`src/rtl/lane_stripe_deskew.sv`:
```
// lane_stripe_deskew: stripes a byte stream round-robin across LANES lanes (TX) and deskews/merges
// LANES lanes back into one ordered stream (RX). Define LANE_STRIPE_SKEW_MON_EN to add the skew_o monitor port.
module lane_stripe_deskew #(
    parameter int LANES      = 2,
    parameter int DATA_W     = 8,
    parameter int SKEW_DEPTH = 4
) (
    input  logic                    fsm_clk,
    input  logic                    rst,
    input  logic                    enable_t,
    input  logic [DATA_W-1:0]       tx_data_i,
    input  logic                    tx_valid_i,
    output logic                    tx_ready_o,
    output logic [LANES*DATA_W-1:0] lane_tx_o,
    output logic                    lane_tx_valid_o,
    input  logic                    enable_r,
    input  logic [LANES*DATA_W-1:0] lane_rx_i,
    input  logic [LANES-1:0]        lane_rx_valid_i,
    input  logic [LANES-1:0]        lane_rx_sync_i,
    output logic [DATA_W-1:0]       rx_data_o,
    output logic                    rx_valid_o,
    output logic                    deskew_done_o,
    output logic                    deskew_err_o
`ifdef LANE_STRIPE_SKEW_MON_EN
    ,
    output logic [$clog2(SKEW_DEPTH+1)-1:0] skew_o
`endif
);

    localparam int IDX_W = (LANES > 1) ? $clog2(LANES) : 1;
    localparam int AW    = $clog2(SKEW_DEPTH);
    localparam int PTR_W = AW + 1;
    localparam int CNT_W = $clog2(SKEW_DEPTH + 1);

    localparam logic [IDX_W-1:0] LAST_IDX = IDX_W'(LANES - 1);
    localparam logic [CNT_W-1:0] SKEW_MAX = CNT_W'(SKEW_DEPTH);

    typedef enum logic [1:0] {
        ST_IDLE,
        ST_ALIGN,
        ST_LOCKED,
        ST_ERROR
    } rx_state_e;

    // ------------------------------------------------------------------
    // TX striping
    // ------------------------------------------------------------------
    logic [LANES-1:0][DATA_W-1:0] stage_q, stage_d;
    logic [IDX_W-1:0]             tx_idx_q, tx_idx_d;
    logic [LANES*DATA_W-1:0]      lane_tx_q, lane_tx_d;
    logic                         lane_tx_valid_q, lane_tx_valid_d;
    logic                         tx_fire;

    assign tx_ready_o      = enable_t;
    assign tx_fire         = tx_valid_i & enable_t;
    assign lane_tx_o       = lane_tx_q;
    assign lane_tx_valid_o = lane_tx_valid_q;

    // NOTE: every always_comb output gets a default first so no path leaves it unassigned (no latch).
    always_comb begin
        stage_d         = stage_q;
        tx_idx_d        = tx_idx_q;
        lane_tx_d       = lane_tx_q;
        lane_tx_valid_d = 1'b0;
        if (!enable_t) begin
            tx_idx_d = '0;
        end else if (tx_fire) begin
            stage_d[tx_idx_q] = tx_data_i;
            if (tx_idx_q == LAST_IDX) begin
                lane_tx_d       = stage_d;
                lane_tx_valid_d = 1'b1;
                tx_idx_d        = '0;
            end else begin
                tx_idx_d = tx_idx_q + IDX_W'(1);
            end
        end
    end

    // NOTE: state registers use non-blocking assignments; blocking is reserved for always_comb.
    always_ff @(posedge fsm_clk or negedge rst) begin
        if (!rst) begin
            stage_q         <= '0;
            tx_idx_q        <= '0;
            lane_tx_q       <= '0;
            lane_tx_valid_q <= 1'b0;
        end else begin
            stage_q         <= stage_d;
            tx_idx_q        <= tx_idx_d;
            lane_tx_q       <= lane_tx_d;
            lane_tx_valid_q <= lane_tx_valid_d;
        end
    end

    // ------------------------------------------------------------------
    // RX deskew
    // ------------------------------------------------------------------
    rx_state_e state_q, state_d;
    logic      done_q, done_d, err_q, err_d;

    logic [DATA_W-1:0]            fifo_mem_q [LANES][SKEW_DEPTH];
    logic [LANES-1:0][PTR_W-1:0]  wr_ptr_q, wr_ptr_d, rd_ptr_q, rd_ptr_d;
    logic [LANES-1:0][DATA_W-1:0] rx_lane, fifo_head;
    logic [LANES-1:0]             fifo_empty, fifo_full, wr_en;
    logic [LANES-1:0]             synced_q, synced_d, sync_hit, data_strb, synced_now;
    logic [CNT_W-1:0]             cnt_q, cnt_d, skew_now;
    logic                         any_synced_q, all_synced, timeout, overflow, pop;

    logic [LANES-1:0][DATA_W-1:0] sh_word_q, sh_word_d;
    logic [IDX_W-1:0]             sh_idx_q, sh_idx_d;
    logic                         sh_active_q, sh_active_d, sh_last;

    assign rx_lane   = lane_rx_i;
    assign sync_hit  = lane_rx_valid_i & lane_rx_sync_i;
    assign data_strb = lane_rx_valid_i & ~lane_rx_sync_i;

    always_comb begin
        for (int k = 0; k < LANES; k++) begin
            fifo_empty[k] = (wr_ptr_q[k] == rd_ptr_q[k]);
            fifo_full[k]  = (wr_ptr_q[k][AW] != rd_ptr_q[k][AW]) &&
                            (wr_ptr_q[k][AW-1:0] == rd_ptr_q[k][AW-1:0]);
            fifo_head[k]  = fifo_mem_q[k][rd_ptr_q[k][AW-1:0]];
        end
    end

    // A lane only stores data once its own marker has been seen; the marker byte itself never enters a FIFO.
    always_comb begin
        wr_en = '0;
        if (state_q == ST_ALIGN) begin
            wr_en = data_strb & synced_q;
        end else if (state_q == ST_LOCKED) begin
            wr_en = data_strb;
        end
    end

    assign sh_last      = sh_active_q && (sh_idx_q == LAST_IDX);
    assign pop          = (state_q == ST_LOCKED) && (fifo_empty == '0) && (!sh_active_q || sh_last);
    assign overflow     = |(wr_en & fifo_full & ~{LANES{pop}});
    assign synced_now   = synced_q | sync_hit;
    assign all_synced   = &synced_now;
    assign any_synced_q = |synced_q;
    assign skew_now     = any_synced_q ? cnt_q : '0;
    assign timeout      = any_synced_q && (cnt_q >= SKEW_MAX);

    // FSM: state register
    always_ff @(posedge fsm_clk or negedge rst) begin
        if (!rst) begin
            state_q <= ST_IDLE;
            done_q  <= 1'b0;
            err_q   <= 1'b0;
        end else begin
            state_q <= state_d;
            done_q  <= done_d;
            err_q   <= err_d;
        end
    end

    // FSM: next state
    always_comb begin
        state_d = state_q;
        if (!enable_r) begin
            state_d = ST_IDLE;
        end else begin
            case (state_q)
                ST_IDLE:   state_d = ST_ALIGN;
                ST_ALIGN: begin
                    if (overflow) begin
                        state_d = ST_ERROR;
                    end else if (all_synced && (skew_now < SKEW_MAX)) begin
                        state_d = ST_LOCKED;
                    end else if (timeout) begin
                        state_d = ST_ERROR;
                    end
                end
                ST_LOCKED: if (overflow) state_d = ST_ERROR;
                ST_ERROR:  state_d = ST_ERROR;
                default:   state_d = ST_IDLE;
            endcase
        end
    end

    // FSM: outputs, registered alongside the state so the flags never glitch
    always_comb begin
        done_d = (state_d == ST_LOCKED);
        err_d  = (state_d == ST_ERROR);
    end

    assign deskew_done_o = done_q;
    assign deskew_err_o  = err_q;

    always_comb begin
        synced_d    = synced_q;
        cnt_d       = '0;
        wr_ptr_d    = wr_ptr_q;
        rd_ptr_d    = rd_ptr_q;
        sh_word_d   = sh_word_q;
        sh_idx_d    = sh_idx_q;
        sh_active_d = sh_active_q;

        if (state_q == ST_ALIGN) begin
            synced_d = synced_now;
            if ((state_d == ST_ALIGN) && (any_synced_q || (|sync_hit))) begin
                cnt_d = skew_now + CNT_W'(1);
            end
        end

        for (int k = 0; k < LANES; k++) begin
            if (wr_en[k]) wr_ptr_d[k] = wr_ptr_q[k] + PTR_W'(1);
            if (pop)      rd_ptr_d[k] = rd_ptr_q[k] + PTR_W'(1);
        end

        if (pop) begin
            sh_word_d   = fifo_head;
            sh_idx_d    = '0;
            sh_active_d = 1'b1;
        end else if (sh_active_q) begin
            if (sh_last) begin
                sh_idx_d    = '0;
                sh_active_d = 1'b0;
            end else begin
                sh_idx_d = sh_idx_q + IDX_W'(1);
            end
        end

        if (state_d != ST_LOCKED) begin
            sh_idx_d    = '0;
            sh_active_d = 1'b0;
        end
        if (state_d == ST_IDLE) begin
            synced_d = '0;
            wr_ptr_d = '0;
            rd_ptr_d = '0;
        end
    end

    always_ff @(posedge fsm_clk or negedge rst) begin
        if (!rst) begin
            synced_q    <= '0;
            cnt_q       <= '0;
            wr_ptr_q    <= '0;
            rd_ptr_q    <= '0;
            sh_word_q   <= '0;
            sh_idx_q    <= '0;
            sh_active_q <= 1'b0;
        end else begin
            synced_q    <= synced_d;
            cnt_q       <= cnt_d;
            wr_ptr_q    <= wr_ptr_d;
            rd_ptr_q    <= rd_ptr_d;
            sh_word_q   <= sh_word_d;
            sh_idx_q    <= sh_idx_d;
            sh_active_q <= sh_active_d;
        end
    end

    // NOTE: FIFO storage is not reset; pointers define validity, so stale contents are never read.
    always_ff @(posedge fsm_clk) begin
        for (int k = 0; k < LANES; k++) begin
            if (wr_en[k]) begin
                fifo_mem_q[k][wr_ptr_q[k][AW-1:0]] <= rx_lane[k];
            end
        end
    end

    assign rx_valid_o = sh_active_q;
    assign rx_data_o  = sh_active_q ? sh_word_q[sh_idx_q] : '0;

`ifdef LANE_STRIPE_SKEW_MON_EN
    logic [CNT_W-1:0] skew_q, skew_d;

    always_comb begin
        skew_d = skew_q;
        if ((state_q == ST_ALIGN) && (state_d == ST_LOCKED)) begin
            skew_d = skew_now;
        end
        if (state_d == ST_IDLE) begin
            skew_d = '0;
        end
    end

    always_ff @(posedge fsm_clk or negedge rst) begin
        if (!rst) begin
            skew_q <= '0;
        end else begin
            skew_q <= skew_d;
        end
    end

    assign skew_o = skew_q;
`endif

endmodule

```
`config.mk`:
```
export PLATFORM = sky130hd
export DESIGN_NAME = lane_stripe_deskew
export DESIGN_NICKNAME = d
export VERILOG_FILES = /design/src/rtl/lane_stripe_deskew.sv
export SDC_FILE = /design/constraint.sdc
export NUM_CORES = 1
export LEC_CHECK = 0
export BUFFER_PORTS_ARGS = -buffer_cell sky130_fd_sc_hd__buf_4
export CORE_UTILIZATION = 58
export CTS_CLUSTER_SIZE = 40
export DETAILED_ROUTE_END_ITERATION = 8
export PLACE_DENSITY = 0.8
export SETUP_SLACK_MARGIN = 0.3
export SLEW_MARGIN = 20
export SYNTH_ARGS = -nofsm -noshare
export SYNTH_HDL_FRONTEND = slang
export SYNTH_SLANG_ARGS = --single-unit
```
`constraint.sdc`:
```
create_clock -name fsm_clk -period 2.4 [get_ports fsm_clk]
set_clock_uncertainty 0.15 [all_clocks]
set_input_delay 0.48 -clock fsm_clk [delete_from_list [all_inputs] [get_ports fsm_clk]]
set_output_delay 0.48 -clock fsm_clk [all_outputs]
set_load 0.01 [all_outputs]
```
==> results of run 1 <==
## per-layer routing
metal | routed length [um] | global-route usage
met1 | 4482 | 0.2981
met2 | 5007 | 0.3696
met3 | 302 | 0.04326
met4 | 114 | 0.09989
met5 | 0 | 0
## power breakdown
group | leakage [uW] | internal [uW] | switching, uW
registers | 0.00144 | 2450 | 67.2
clock network | 0.000271 | 1400 | 1000
logic | 0.00110 | 221 | 205
## state kept, by name (all words and copies together) (netlist names), 2 cells and up
signal and count:
cnt_q 3, fifo_mem_q 64, lane_tx_o 16, rd_ptr_q 6, sh_word_q 16, stage_q 8
state_q 2, synced_q 2, wr_ptr_q 6
## synthesized netlist by cell type (2+ instances only)
cell type  count
dfrtp_1       65
edfxtp_1      64
nand2_1       52
mux2_2        23
nor2b_1       21
and2_1        19
xnor2_1       14
ha_1          11
mux2i_1       10
a21oi_1        8
mux4_1         8
mux4_2         8
inv_1          5
nor2_1         5
buf_6          4
clkbuf_1       4
nand2b_1       4
nand3b_1       4
buf_4          3
nand3_1        3
o21ai_0        3
a211oi_1       2
and3b_1        2
nand4_1        2
## worst max-delay path: cells and delay by family (launching register included)
| kind | cells | cell delay (ps) |
|---|---|---|
| flip-flops | 1 | 400 |
| buffers and inverters | 2 | 320 |
| multiplexers | 1 | 130 |
| AND/OR/NAND/NOR | 1 | 190 |
## cell type report
type	count	area share
clock buffer	17	0.06159
clock inverter	15	0.02233
inverter	6	0.003349
multi-input combinational	211	0.2687
sequential	129	0.5277
tap	108	0.02010
timing repair buffer	82	0.09620
## stage by stage
stage,utilization,area (um^2),hold WS (ps),instances
finish,0.7563,6724,17.35,568
floorplan,-,5433,34.41,357
global route,0.7563,6724,2.080,568
global placement,0.6746,5998,292.6,522
detailed placement,0.6746,5998,301.0,522
CTS,0.7529,6694,1.845,567
## worst paths after layout
kind	from	end	slack (ps)	cells past startpoint
setup / recovery	sh_idx_q	rx_data_o[4]	220	4
hold / removal	lane_rx_i[8]	fifo_mem_q[0][48]	20	1
setup reg to reg	state_q[0]	fifo_mem_q[0][37]	420	4
hold reg to reg	stage_q[5]	lane_tx_o[5]	310	2
max in group asynchronous	rst	state_q[1]	1100	2
min in group asynchronous	rst	sh_word_q[15]	450	2
## timing repair
action                                  4_1_cts  5_1_grt
endpoints found under the setup margin       11       13
gates resized for setup                       1        4
hold buffers                                 11        0
pin swaps                                     1        1
cloned                                        1        0
endpoints found under the hold margin        96        0
setup buffers                                 1        1
## logic make-up after synthesis
| group | Yosys count |
|---|---|
| AO/OA/AOI/OAI | 20 |
| AND/OR/NAND/NOR | 114 |
| XOR/XNOR | 15 |
| buffers and inverters | 18 |
| multiplexers | 50 |
| adder cells (fa/ha/maj) | 11 |
| flip-flops | 129 |
==> metrics, run 1 <==
Routability Congestion=0.8067; Yosys reg bits=129; aggregate global-route resource usage=0.2259; Crit path largest cell delay=400 ps; register area=3548 um^2; WL final=9.906 mm; area of the core=8891 um^2; initial drt markers=68; Post-Synth XOR/XNOR Area=0.02418; Setup-failing EPs final=0; Async S/R FF share, synth=0.5039; startpoint types=register; number of H-tree levels=4; most frequent cells in the layout=70 x buf_4, 65 x dfrtp_1, 64 x edfxtp_1; status=finished clean; DRC=0; Detail Placement HPWL=6.270 mm; Final Cycle Share=0.9102; Boundary Pins=62; Max-Cap Viols=0; vias in the first global route=3244; maximum VDD drop=0.0004857 V; Clock transition at path regs=60 ps; # port buffers=61; Final min period=2184 ps; CTS tree=yes; share of cells above drive strength 1=0.3065; Compound-Gate Fraction of Synth Area=0.02856; Initial Util=0.6110; CTS Buffer Depth=2; CP max FO=8; antenna-violating nets left=0; die footprint=9757 um^2; clock insertion delay at the later pin of the skew report=520 ps; Post-Synthesis Cells=357; Yosys top cell by area=edfxtp_1; largest net degree at the start of global routing=66; Slew HR=0.4478; final count of pins violating max slew=0; EDFF count, synth=64; Synth top area share=0.3538; routed len/inst=17.44 um; WP data required=1770 ps; pwr/cell area=794.4 nW/um^2; Die H=98.78 um; Cell variety after synth=37; sequential fraction of the synthesis area=0.6532; diodes inserted=0; Synth Cell Area=5433 um^2; remaining global-route overflow=0; Tot Pwr=5342 uW; DRT Pass-1 Iters=4; Crit-path slowest cell=dfrtp_1; Mapped Avg Cell Area=15.22 um^2; initial antenna violation count=0; CP Capture Type=output pin; Num CTS Buffers=17; Post-Synth Adder-Cell Area=0.02533; LEAKAGE=0.002813 uW; first-pass GRT wire length=16.31 mm; CP Cell Sequence=buf_6 > mux2i_1 > nor2b_1 > buf_4; Hold Vio Cnt, Final=0; die span in x=98.78 um; Sink Count=129; commonest non-fill, non-tap cell in the layout=buf_4; row count=34; multiplexer share of the synthesized area=0.1400; CP arrival=1550 ps; via density per instance=5.463; pre-CTS WS=287.3 ps; PnR worst setup slack=215.6 ps; # fillers=541; layout net count=491; highest clock rate=457.8 MHz; Synth area leaders=edfxtp_1 35%, dfrtp_1 30%, mux2_2 4.8%; RSZ-0062 raised after global routing=true; Yosys warning count=0; simple-gate share of the synthesized area=0.1085; CP Class=register to output pin; setup_tns=0 ps; actual slew at the worst max-slew pin=828.3 ps; largest family of logic cells by synthesized area=multiplexers; Multi-input gate area=1807 um^2; Syn-to-layout area delta=23.77%; syn_nets=401; predominant post-synthesis flop cell=dfrtp_1; clk root buf=clkbuf_8; Via Count=3103; Hold/Removal Path Class=primary input to register
(Power assumes the default switching activity.)
==> run 2: changes to the inputs <==
--- a/config.mk
+++ b/config.mk
@@ -9,6 +9,7 @@
 export CORE_UTILIZATION = 58
 export CTS_CLUSTER_SIZE = 40
 export DETAILED_ROUTE_END_ITERATION = 8
+export HOLD_SLACK_MARGIN = 0.15
 export PLACE_DENSITY = 0.8
 export SETUP_SLACK_MARGIN = 0.3
 export SLEW_MARGIN = 20
==> metrics, run 2 (synthesis gave the netlist of run 1 again) <==
remaining global-route overflow=0 (unchanged); Setup-failing EPs final=0 (unchanged); Boundary Pins=62 (unchanged); clk root buf=clkbuf_8; initial drt markers=85 (+25%); startpoint types=register; Psw=1289 uW (+1.1%); clock power share=0.448 (-0.002); CP max FO=8 (unchanged); actual slew at the worst max-slew pin=820.9 ps (-7.434 ps); WL met1=4.492 mm (+0.22%); Die H=98.78 um (unchanged); Detail Placement HPWL=6.270 mm (unchanged); initial antenna violation count=0 (unchanged); RSZ-0062 raised after global routing=true; vias in the first global route=3335 (+2.8%); Seq pwr share=0.468 (-0.003); largest net degree at the start of global routing=66 (unchanged); aggregate global-route resource usage=0.2309 (+0.005000); Syn-to-layout area delta=26.90%; PnR worst setup slack=208.7 ps (-6.819 ps); DRC=0 (unchanged); first-pass GRT wire length=16.71 mm (+2.5%); routed wl met2=5.099 mm (+1.8%); Min Hold Slack=260.3 ps (+242.9 ps); uppermost layer routed=met4; row count=34 (unchanged); combinational fraction of design power=0.084 (+0.004); WP data required=1770 ps (about the same); Max-Cap Viols=0 (unchanged); maximum VDD drop=0.0004597 V (-5.4%); pre-CTS WS=287.3 ps (unchanged); CTS tree=yes; via density per instance=5.450 (-0.25%); Sink Count=129 (unchanged); cell-internal power=4086 uW (+0.47%); Routability Congestion=0.8067 (unchanged); max reg flops=64 (unchanged); flop-to-flop setup slack=440 ps (+20 ps); WL final=10.11 mm (+2.0%); highest clock rate=456.4 MHz (-0.31%); placed inst area=5998 um^2 (unchanged); CP arrival=1560 ps (about the same); commonest non-fill, non-tap cell in the layout=buf_4; Via Count=3188 (+2.7%); CP Capture Type=output pin; Final min period=2191 ps (+6.819 ps); final count of pins violating max slew=0 (unchanged); Slew HR=0.4528 (+0.004956); area of the core=8891 um^2 (unchanged); die span in x=98.78 um (unchanged); setup_tns=0 ps (unchanged); share of cells above drive strength 1=0.2956 (-0.01092); routed len/inst=17.28 um (-0.95%); die footprint=9757 um^2 (unchanged); Hold/Removal Path Class=primary input to register; Hold Vio Cnt, Final=0 (unchanged); # port buffers=61 (unchanged); LEAKAGE=0.002886 uW (+2.6%); layout net count=508 (+3.5%); design area=6894 um^2 (+2.5%); most frequent cells in the layout=70 x buf_4, 65 x dfrtp_1, 64 x edfxtp_1; switching share of power=0.2398 (+0.001086); status=finished clean; Final Cycle Share=0.9130 (+0.002841); diodes inserted=0 (unchanged); met3 wire length=342 um (+13%); CTS Buffer Depth=2 (unchanged); Tot Pwr=5375 uW (+0.62%); DRT Pass-1 Iters=4 (unchanged); number of H-tree levels=4 (unchanged); Clock transition at path regs=60 ps (about the same); pwr/cell area=779.6 nW/um^2 (-1.9%); antenna-violating nets left=0 (unchanged); CP Class=register to output pin; Initial Util=0.6110 (unchanged); clock insertion delay at the later pin of the skew report=520 ps (about the same); Num CTS Buffers=17 (unchanged)
-- run 2: cell count changes in the layout (fill, tap and decap cells not counted) --
cell / delta
dlygate4sd3_1: +17
-- run 2: area by class of cell --
type / count / area (um^2)
inverter: 6 / 22.52
clock inverter: 15 / 150.1
multi-input combinational: 211 / 1807
fill: 514 / 1997
tap: 108 / 135.1
clock buffer: 17 / 414.1
timing repair buffer: 99 / 817.0
sequential: 129 / 3548
-- run 2: power groups by stage --
stage	Clock, uW	Sequential (uW)	Combinational [uW]
floorplan	0	2590	133
global placement	0	2550	398
detailed placement	0	2560	414
CTS	2430	2510	456
global route	2530	2530	499
finish	2410	2510	453
-- run 2: timing repair --
action	in CTS	in global routing
setup buffers	1	1
cloned	1	0
gates resized for setup	1	4
pin swaps	1	1
hold buffers	28	0
hold endpoints to repair	147	0
setup endpoints to repair	11	13
-- run 2: worst max-delay path, cell delays in order (launching register included) --
cell and delay (ps):
dfrtp_1 400, buf_6 160, mux2i_1 130, nor2b_1 200, buf_4 160
-- run 2: final timing paths --
path,endpoint,cells past startpoint,from
min in group asynchronous,sh_word_q[15],2,rst
max,rx_data_o[4],4,sh_idx_q
min reg2reg,lane_tx_o[5],2,stage_q[5]
min,synced_q[1],4,lane_rx_sync_i[1]
max in group asynchronous,state_q[1],2,rst
max reg2reg,cnt_q[0],6,state_q[0]
-- run 2: through the flow --
| stage | instances | util |
|---|---|---|
| after CTS | 584 | 0.7720 |
| after global routing | 585 | 0.7754 |
| after detailed placement | 522 | 0.6746 |
| after global placement | 522 | 0.6746 |
| after floorplan | 357 | - |
| final | 585 | 0.7754 |
-- run 2: per-layer routing --
| metal | up-vias | global-route usage |
|---|---|---|
| met5 | - | 0 |
| li1 | 1503 | - |
| met1 | 1584 | 0.3050 |
| met2 | 82 | 0.3776 |
| met4 | 0 | 0.1033 |
| met3 | 19 | 0.04326 |
